`config.mk`:
```
export PLATFORM = sky130hd
export DESIGN_NAME = picorv32_ddr_bridge
export DESIGN_NICKNAME = d
export VERILOG_FILES = /design/src/rtl/picorv32_ddr_bridge.sv
export SDC_FILE = /design/constraint.sdc
export NUM_CORES = 1
export LEC_CHECK = 0
export BUFFER_PORTS_ARGS = -buffer_cell sky130_fd_sc_hd__buf_2
export CORE_ASPECT_RATIO = 1.5
export CORE_UTILIZATION = 40
export DETAILED_ROUTE_END_ITERATION = 6
export PLACE_DENSITY = 0.75
export SLEW_MARGIN = 0
export SYNTH_ARGS = -nofsm -noshare
export SYNTH_HDL_FRONTEND = slang
export SYNTH_SLANG_ARGS = --single-unit
```
`constraint.sdc`:
```
create_clock -name clk -period 5 [get_ports clk]
set_input_delay 0.5 -clock clk [delete_from_list [all_inputs] [get_ports clk]]
set_output_delay 0.5 -clock clk [all_outputs]
set_load 0.02 [all_outputs]
```
`src/rtl/picorv32_ddr_bridge.sv`:
```
// PicoRV32 native bus to single-beat DDR model bridge, one outstanding transaction.
// Optional response watchdog in WAIT enabled by defining PICORV32_DDR_TIMEOUT_EN.
module picorv32_ddr_bridge #(
    parameter logic [31:0] DDR_BASE  = 32'h0000_0000,
    parameter int          DDR_WORDS = 16384,
    parameter int          DDR_AW    = 14,
    parameter int          TIMEOUT   = 1024
) (
    input  logic              clk,
    input  logic              reset,
    input  logic              mem_valid,
    input  logic [31:0]       mem_addr,
    input  logic [31:0]       mem_wdata,
    input  logic [3:0]        mem_wstrb,
    output logic              mem_ready,
    output logic [31:0]       mem_rdata,
    output logic              ddr_rd_req,
    output logic              ddr_wr_req,
    output logic [DDR_AW-1:0] ddr_addr,
    output logic [31:0]       ddr_wr_data,
    output logic [3:0]        ddr_wr_strb,
    input  logic              ddr_rd_valid,
    input  logic [31:0]       ddr_rd_data,
    input  logic              ddr_wr_ack,
    output logic              bus_err
);

    typedef enum logic [2:0] {IDLE, ISSUE, WAIT, RESP, LOCAL} state_t;
    state_t state;

    logic [32:0]       addr_x;
    logic [32:0]       win_lo;
    logic [32:0]       win_hi;
    logic              in_win;
    logic [DDR_AW-1:0] word_off;
    logic              is_rd;
    logic              resp_hit;

    // 33-bit compare so a window ending at 4 GiB cannot wrap to zero
    assign addr_x   = {1'b0, mem_addr};
    assign win_lo   = {1'b0, DDR_BASE};
    assign win_hi   = win_lo + (33'(DDR_WORDS) << 2);
    assign in_win   = (addr_x >= win_lo) && (addr_x < win_hi);
    assign word_off = mem_addr[DDR_AW+1:2] - DDR_BASE[DDR_AW+1:2];
    assign is_rd    = (ddr_wr_strb == 4'b0000);

    // A response coincident with our own request pulse is treated as not yet arrived
    assign resp_hit = !(ddr_rd_req || ddr_wr_req) &&
                      (is_rd ? ddr_rd_valid : ddr_wr_ack);

`ifdef PICORV32_DDR_TIMEOUT_EN
    localparam int CNT_W = $clog2(TIMEOUT + 1);
    logic [CNT_W-1:0] wait_cnt;
`endif

    always_ff @(posedge clk) begin
        if (reset) begin
            state       <= IDLE;
            mem_ready   <= 1'b0;
            mem_rdata   <= 32'h0;
            ddr_rd_req  <= 1'b0;
            ddr_wr_req  <= 1'b0;
            ddr_addr    <= '0;
            ddr_wr_data <= 32'h0;
            ddr_wr_strb <= 4'b0000;
            bus_err     <= 1'b0;
`ifdef PICORV32_DDR_TIMEOUT_EN
            wait_cnt    <= '0;
`endif
        end else begin
            mem_ready  <= 1'b0;
            ddr_rd_req <= 1'b0;
            ddr_wr_req <= 1'b0;
            case (state)
                IDLE: begin
                    // mem_ready still high here after LOCAL: the CPU has not dropped valid yet
                    if (mem_valid && !mem_ready) begin
                        ddr_addr    <= word_off;
                        ddr_wr_data <= mem_wdata;
                        ddr_wr_strb <= mem_wstrb;
                        state       <= in_win ? ISSUE : LOCAL;
                    end
                end
                ISSUE: begin
                    ddr_rd_req <= is_rd;
                    ddr_wr_req <= !is_rd;
`ifdef PICORV32_DDR_TIMEOUT_EN
                    wait_cnt   <= '0;
`endif
                    state      <= WAIT;
                end
                WAIT: begin
                    if (resp_hit) begin
                        mem_rdata <= is_rd ? ddr_rd_data : 32'h0;
                        mem_ready <= 1'b1;
                        state     <= RESP;
                    end
`ifdef PICORV32_DDR_TIMEOUT_EN
                    else if (wait_cnt == CNT_W'(TIMEOUT)) begin
                        mem_rdata <= 32'hDEAD_BEEF;
                        mem_ready <= 1'b1;
                        bus_err   <= 1'b1;
                        state     <= RESP;
                    end else begin
                        wait_cnt <= wait_cnt + 1'b1;
                    end
`endif
                end
                RESP: begin
                    state <= IDLE;
                end
                LOCAL: begin
                    mem_ready <= 1'b1;
                    mem_rdata <= 32'h0;
                    bus_err   <= 1'b1;
                    state     <= IDLE;
                end
                default: begin
                    state <= IDLE;
                end
            endcase
        end
    end

endmodule
```
Word level (Yosys, flattened, before mapping) --
Index checks and enable logic that the tools add are counted.
Word-level totals: register bits after elaboration 89, input bits 105, output and inout port bits 86, logic and storage cells 41
Cells by class: order comparisons 2, equal/unequal tests 5, multiplexer cells 10, bitwise logic cells 1, reduce and logical (&&, ||, !) cells 14
Operators by type and width (number):
- $mux 32 | 2
- $pmux 32 s2 | 1
- $ge 32x1->1 const B | 1
- $lt 32x17->1 const B | 1
- $mux 3 | 3
- $pmux 3 s3 | 1
- $reduce_and 2->1 | 3
- $logic_not 4->1 | 1
- $ne 2x2->1 const B | 2
- $eq 3x1->1 const B | 1
- $eq 3x2->1 const B | 1
- $eq 3x3->1 const B | 1
- $logic_and 1x1->1 | 3
- $logic_not 1->1 | 3
- $logic_not 3->1 | 1
- $mux 1 | 2
- $pmux 1 s2 | 1
- $reduce_bool 2->1 | 1
- $reduce_or 2->1 | 1
- $logic_or 1x1->1 | 1
- $not 1->1 | 1

Longest topological paths before layout --
Gate-level depths: netlist of run 1.
depth in word-level cells 5, mapped depth 6, depth with buffers taken out 4

Least setup slack after synthesis of run 1 --
OpenSTA, ideal clock, no wires.
path kind reg2reg, start register ddr_wr_strb[3], end register mem_rdata[14], setup time 0.072 ns, arrival time 1.672 ns, data required time 4.928 ns, path slack 3.257 ns, stages on the path, launching flop included 7, path buffers 2, clock period less this slack 1.743 ns, cell sequence dfxtp_1 -> nor4_4 -> mux2i_2 -> and2_1 -> buf_6 -> buf_12 -> mux2i_1
Between the ends: longest elaborated chain between the ends 5, elaborated cells on any way between the ends 8, classes of those cells eq/ne (1); mux (4); reduce/logical (3)
Ends and longest elaborated chain:
- start: declaration | line 21 | output logic [3:0] ddr_wr_strb,
- start signal: assignment | line 80 | ddr_wr_strb <= mem_wstrb;
- $logic_not 4->1 (*) | line 45 | assign is_rd = (ddr_wr_strb == 4'b0000);
- $mux 1 | line 49 | (is_rd ? ddr_rd_valid : ddr_wr_ack);
- $logic_and 1x1->1 | line 48 | assign resp_hit = !(ddr_rd_req || ddr_wr_req) &&
- $ne 2x2->1 (no line)
- $reduce_and 2->1 (no line)
- end signal: assignment | line 94 | mem_rdata <= is_rd ? ddr_rd_data : 32'h0;
- end: declaration | line 16 | output logic [31:0] mem_rdata,
Every way passes the cells marked *; elsewhere a longest branch is shown, timed or not. The select of a mux whose other input is x is not followed. A chain may end at the register's enable or synchronous reset.

==> results of run 1 <==
[layer usage]
metal / global-route usage [%] / vias up
met3: 6.52 / 19
met5: 0 / -
met4: 10.4 / 0
met2: 36.0 / 146
li1: - / 1534
met1: 18.5 / 1374
[state kept, by name, summed over array words and instances (netlist names)]
| register | count |
|---|---|
| ddr_wr_data | 32 |
| mem_rdata | 32 |
| ddr_addr | 14 |
| ddr_wr_strb | 4 |
| state | 3 |
| bus_err | 1 |
| ddr_rd_req | 1 |
| ddr_wr_req | 1 |
| mem_ready | 1 |
[kinds of logic after synthesis]
group | count (synthesis) | synth area share, %
AND/OR/NAND/NOR | 154 | 21.4
flip-flops | 89 | 55.8
AO/OA/AOI/OAI | 72 | 13.9
buffers and inverters | 23 | 4.11
multiplexers | 14 | 4.50
XOR/XNOR | 1 | 0.274
[synthesized netlist by cell type, drive strengths merged]
library cell | instances | area share [%]
nand2 | 127 | 15
dfxtp | 89 | 56
a21oi | 52 | 8.1
a22o | 19 | 5.2
mux2i | 14 | 4.5
clkbuf | 12 | 1.4
buf | 11 | 2.7
nor2 | 8 | 0.94
nor4 | 5 | 1.4
nor3 | 3 | 0.98
nor3b | 3 | 0.86
and2 | 2 | 0.39
nand4bb | 2 | 0.71
a21boi | 1 | 0.59
and4 | 1 | 0.27
or3 | 1 | 0.20
or4 | 1 | 0.35
or4b | 1 | 0.31
xnor2 | 1 | 0.27
[worst max-delay path by stage]
stage                         startpoint             to  slack [ns]  cells past startpoint
after floorplan           ddr_wr_strb[3]  mem_rdata[14]        3.26                      6
after global placement             reset   mem_rdata[9]        2.40                      4
after detailed placement           reset   mem_rdata[3]        2.32                      4
after CTS                          reset   mem_rdata[9]        2.71                      4
after global routing               reset   mem_rdata[2]        2.49                      4
final                              reset   mem_rdata[9]        2.68                      4
[layout make-up]
class / instances / area, um^2
Sequential cell: 89 / 1780
Clock buffer: 11 / 243
Multi-Input combinational cell: 241 / 1280
Timing Repair Buffer: 190 / 956
Fill cell: 695 / 3220
Clock inverter: 5 / 55.1
Tap cell: 102 / 128
[metrics by stage]
step           setup WS (ns)  std cells  instance area [um^2]
2_1_floorplan           3.26        353                  3190
3_3_place_gp            2.40        622                  4150
3_5_place_dp            2.32        622                  4150
4_1_cts                 2.71        638                  4440
5_1_grt                 2.49        638                  4440
6_report                2.68        638                  4440
[worst register-to-register path, delay by kind of cell, from the launching register on]
kind | cells | cell delay, ns
compound gates | 2 | 0.84
simple gates | 2 | 0.80
flops | 1 | 0.45
[where the power goes]
group / total, mW / switching (mW) / internal (mW)
Sequential: 0.751 / 0.0148 / 0.736
Combinational: 0.189 / 0.115 / 0.0733
Clock: 0.663 / 0.264 / 0.399
Total: 1.60 / 0.394 / 1.21
==> flow_metrics.py, run 1 <==
metrics = {
    "run_status": {
        "status": "completed",
    },
    "finish": {
        "n_antenna_cell": 0,
        "utilization_pct": 58.0,
        "nets": 636,
        "mostFrequentLayoutCell": "buf_2",
        "drive_gt1_share_pct": 39.7,
        "syn_to_final_growth_pct": 39.1,
        "most-common-layout-cells": "buf_2 (188), nand2_1 (127), dfxtp_1 (89)",
    },
    "clocking": {
        "cts.sink_count": 89,
        "clkSlewWorstSetupHoldPaths_ns": 0.06,
        "cts_max_path_buffers": 2,
        "cts_tree": "done",
        "cts_buffers": 9,
        "clock_latency_ns": 0.33,
        "post-cts-setup-buffers": 0,
        "cts_root_buf": "clkbuf_16",
        "cts_hold_buffers": 0,
        "htreeDepth": 3,
        "cts_resized": 0,
    },
    "drt": {
        "drtPass1Iterations": 5,
        "dr_wl_met2_mm": 4.04,
        "wirelength_mm": 8.07,
        "wl_per_cell_um": 12.6,
        "wl_met1_mm": 3.12,
        "drtIter0Drc": 81,
        "vias": 3073,
        "dr.max_layer_used": "met4",
        "detail-route-antenna-nets": 0,
        "route.detailed.drc": 0,
        "wl_met3_um": 651,
        "viasPerCell": 4.82,
    },
    "sta": {
        "hold_ws_ns": 0.374,
        "slew_violations": 0,
        "hold_viol": 0,
        "grt_setup_unrepaired": "false",
        "setup_viol": 0,
        "fin_skew_ns": 0.00667,
        "period_minus_slack_ns": 2.32,
        "worst_pin_slew_ns": 1.02,
        "period_share_pct": 46.4,
        "fin_setup_tns_ns": 0,
        "fmax_mhz": 431,
        "slew_headroom_pct": 31.8,
    },
    "die": {
        "io_pins": 191,
        "die_h_um": 111,
        "die-area_mm2": 0.00835,
        "rows": 39,
        "core_mm2": 0.00766,
        "fp.dieW_um": 75.0,
        "start_util_pct": 41.7,
    },
    "synthesis": {
        "ys_warn_count": 0,
        "synth_cell_types": 28,
        "syn-instance-count": 353,
        "synth.net_count": 458,
        "synth_area_per_cell_um2": 9.05,
        "ys_seq_area_share_pct": 55.8,
        "netlist_area_mm2": 0.00319,
        "ys_ff_latch": 89,
    },
    "power_and_ir_drop": {
        "vdd_drop_max_mv": 0.234,
        "power_density_mw_per_mm2": 361,
        "p_leak_nw": 2.12,
        "power_mw": 1.60,
    },
    "grt": {
        "antenna_found_initial": 0,
        "track_usage_pct": 19.7,
        "grt.overflow.total": 0,
        "grt_pass1_vias": 3001,
        "grt_start_max_net_pins": 58,
        "grt_pass1_wl_mm": 12.5,
    },
    "min_path": {
        "holdPathEnd": "mem_rdata[7]",
        "min_delay_path_depth": 2,
        "hp-start": "ddr_rd_data[7]",
        "hold_path.class": "primary input to register",
    },
    "critical_path": {
        "cp_cell_sequence": "buf_2 -> nor2_1 -> a21boi_4 -> a22o_1",
        "reg2reg_depth": 4,
        "crit_buf_inv": 1,
        "criticalPathCategory": "primary input to register",
        "endpoint_kind": "register",
        "cpPeakStageDelay_ns": 0.84,
        "path_max_fanout": 57,
        "worst_setup_path_start_kind": "primary input",
        "r2r_slack_ns": 2.85,
        "critical_path_arrival_ns": 2.59,
        "cp_top_family": "simple AND/OR/NAND/NOR gates",
        "slowest_stage": "nor2_1",
        "timing.rr.start": "state[1]",
        "cp.required_ns": 5.27,
        "r2r_end": "mem_rdata[9]",
    },
    "placed_design": {
        "gp_congestion": 0.786,
        "port_buffers": 188,
        "dpl.hpwl_mm": 5.77,
    },
    "flow_run": {
        "maxCapViolations": 0,
    },
}
(Power assumes the default switching activity.)
==> inputs of run 2 (changes only) <==
--- a/config.mk
+++ b/config.mk
@@ -7,9 +7,9 @@
 export LEC_CHECK = 0
 export BUFFER_PORTS_ARGS = -buffer_cell sky130_fd_sc_hd__buf_2
 export CORE_ASPECT_RATIO = 1.5
-export CORE_UTILIZATION = 40
+export CORE_UTILIZATION = 39
 export DETAILED_ROUTE_END_ITERATION = 6
-export PLACE_DENSITY = 0.75
+export PLACE_DENSITY = 0.76
 export SLEW_MARGIN = 0
 export SYNTH_ARGS = -nofsm -noshare
 export SYNTH_HDL_FRONTEND = slang
==> constraint.sdc (replaced) <==
create_clock -name clk -period 2.1 [get_ports clk]
set_input_delay 0.21 -clock clk [delete_from_list [all_inputs] [get_ports clk]]
set_output_delay 0.21 -clock clk [all_outputs]
set_load 0.02 [all_outputs]
==> flow_metrics.py, run 2 (synthesis gave the netlist of run 1 again) <==
metrics = {
    "run_status": {
        "status": "completed",
    },
    "finish": {
        "n_antenna_cell": 0,
        "nets": 643,
        "multi_input_area_mm2": 0.00128,
        "fill_cells": 723,
        "syn_to_final_growth_pct": 42.0,
        "top_regs": "ddr_wr_data x32, mem_rdata x32, ddr_addr x14",
        "utilization_pct": 57.0,
        "final_cell_area_mm2": 0.00454,
        "mostFrequentLayoutCell": "buf_2",
        "drive_gt1_share_pct": 40.7,
        "seqCellArea_mm2": 0.00178,
        "most-common-layout-cells": "buf_2 (188), nand2_1 (127), dfxtp_1 (89)",
    },
    "sta": {
        "grt_setup_unrepaired": "false",
        "period_share_pct": 87.0,
        "slew_violations": 0,
        "period_minus_slack_ns": 1.83,
        "fin_setup_tns_ns": 0,
        "fmax_mhz": 547,
        "fin_skew_ns": 0.00599,
        "hold_viol": 0,
        "setup_viol": 0,
        "worst_pin_slew_ns": 0.520,
        "slew_headroom_pct": 65.2,
    },
    "min_path": {
        "hold_path.class": "primary input to register",
        "hp-start": "ddr_rd_data[7]",
    },
    "grt": {
        "grt.overflow.total": 0,
        "grt_pass1_vias": 2867,
        "antenna_found_initial": 0,
        "track_usage_pct": 19.2,
        "grt_pass1_wl_mm": 12.4,
        "grt_start_max_net_pins": 51,
    },
    "placed_design": {
        "gp_congestion": 0.779,
        "dpl.hpwl_mm": 6.06,
        "port_buffers": 188,
        "post_dp_cell_area_mm2": 0.00422,
    },
    "drt": {
        "viasPerCell": 4.73,
        "vias": 3068,
        "detail-route-antenna-nets": 0,
        "wl_per_cell_um": 12.6,
        "wirelength_mm": 8.19,
        "drtIter0Drc": 82,
        "route.detailed.drc": 0,
        "drtPass1Iterations": 4,
    },
    "clocking": {
        "cts_hold_buffers": 0,
        "clock_latency_ns": 0.33,
        "cts_root_buf": "clkbuf_16",
        "cts_tree": "done",
        "cts_max_path_buffers": 2,
        "cts_resized": 0,
        "cts_buffers": 9,
        "clkSlewWorstSetupHoldPaths_ns": 0.06,
        "htreeDepth": 3,
        "post-cts-setup-buffers": 0,
        "cts.sink_count": 89,
    },
    "critical_path": {
        "critPathLaunch": "ddr_wr_strb[3]",
        "cpPeakStageDelay_ns": 0.43,
        "timing.rr.start": "ddr_wr_strb[3]",
        "r2r_end": "mem_rdata[17]",
        "reg2reg_depth": 5,
        "path_max_fanout": 13,
        "slowest_stage": "mux2i_2",
        "cp_cell_sequence": "nor4_4 -> mux2i_2 -> and2_1 -> buf_4 -> mux2i_1",
        "worst_setup_path_start_kind": "register",
        "r2r_slack_ns": 0.27,
        "endpoint_kind": "register",
        "crit_end": "mem_rdata[17]",
        "criticalPathCategory": "register to register",
        "critical_path_arrival_ns": 2.09,
        "cp.required_ns": 2.36,
    },
    "die": {
        "start_util_pct": 40.1,
        "io_pins": 191,
        "die_h_um": 113,
        "core_mm2": 0.00796,
        "die-area_mm2": 0.00856,
        "rows": 40,
        "fp.dieW_um": 75.9,
    },
    "power_and_ir_drop": {
        "p_leak_nw": 2.17,
        "vdd_drop_max_mv": 0.461,
        "power_density_mw_per_mm2": 869,
        "power_mw": 3.94,
    },
    "flow_run": {
        "maxCapViolations": 0,
    },
}
[run 2: cell types whose count changed in the layout (fill, tap and decap cells not counted)]
cell / delta
inv_6: +1
bufinv_16: +1
clkbuf_8: -1
and2_2: +1
and2_1: -1
buf_4: +6
buf_12: +1
clkinv_2: -2
clkinvlp_4: +1
[run 2: through the flow]
step / std cells / setup slack (ns) / hold WS (ns)
2_1_floorplan: 353 / 0.357 / 0.335
3_3_place_gp: 632 / 0.344 / 0.421
3_5_place_dp: 632 / 0.267 / 0.424
4_1_cts: 648 / 0.242 / 0.0728
5_1_grt: 648 / 0.129 / 0.0794
6_report: 648 / 0.273 / 0.0865
[run 2: report_power, final]
| part | leakage, nW | internal (mW) | switching (mW) | total (mW) |
|---|---|---|---|---|
| clock | 0.145 | 1.05 | 0.646 | 1.69 |
| combinational | 1.30 | 0.188 | 0.276 | 0.464 |
| sequential | 0.725 | 1.75 | 0.0342 | 1.79 |
[run 2: worst min-delay path by stage]
stage	to	depth (start not counted)
global placement	mem_rdata[18]	2
global route	mem_rdata[7]	2
detailed placement	mem_rdata[2]	2
floorplan	mem_rdata[10]	1
finish	mem_rdata[7]	2
CTS	mem_rdata[7]	2
[run 2: area by class of cell]
type | count | area share (%)
Clock inverter | 6 | 2.01
Sequential cell | 89 | 39.3
Tap cell | 105 | 2.90
Timing Repair Buffer | 197 | 22.5
Multi-Input combinational cell | 241 | 28.3
Clock buffer | 10 | 5.05
[run 2: routing by layer]
| layer | track usage [%] | wire [um] | vias up |
|---|---|---|---|
| met5 | 0 | 0 | - |
| met4 | 9.75 | 168 | 0 |
| met3 | 2.76 | 491 | 12 |
| met2 | 37.1 | 4420 | 129 |
| met1 | 18.5 | 3110 | 1378 |
| li1 | - | - | 1549 |
[run 2: critical path, delay by kind of cell (launching register included)]
kind / cells / cell delay (ns)
mux: 2 / 0.64
simple gates: 2 / 0.52
flops: 1 / 0.35
buf+inv: 1 / 0.24
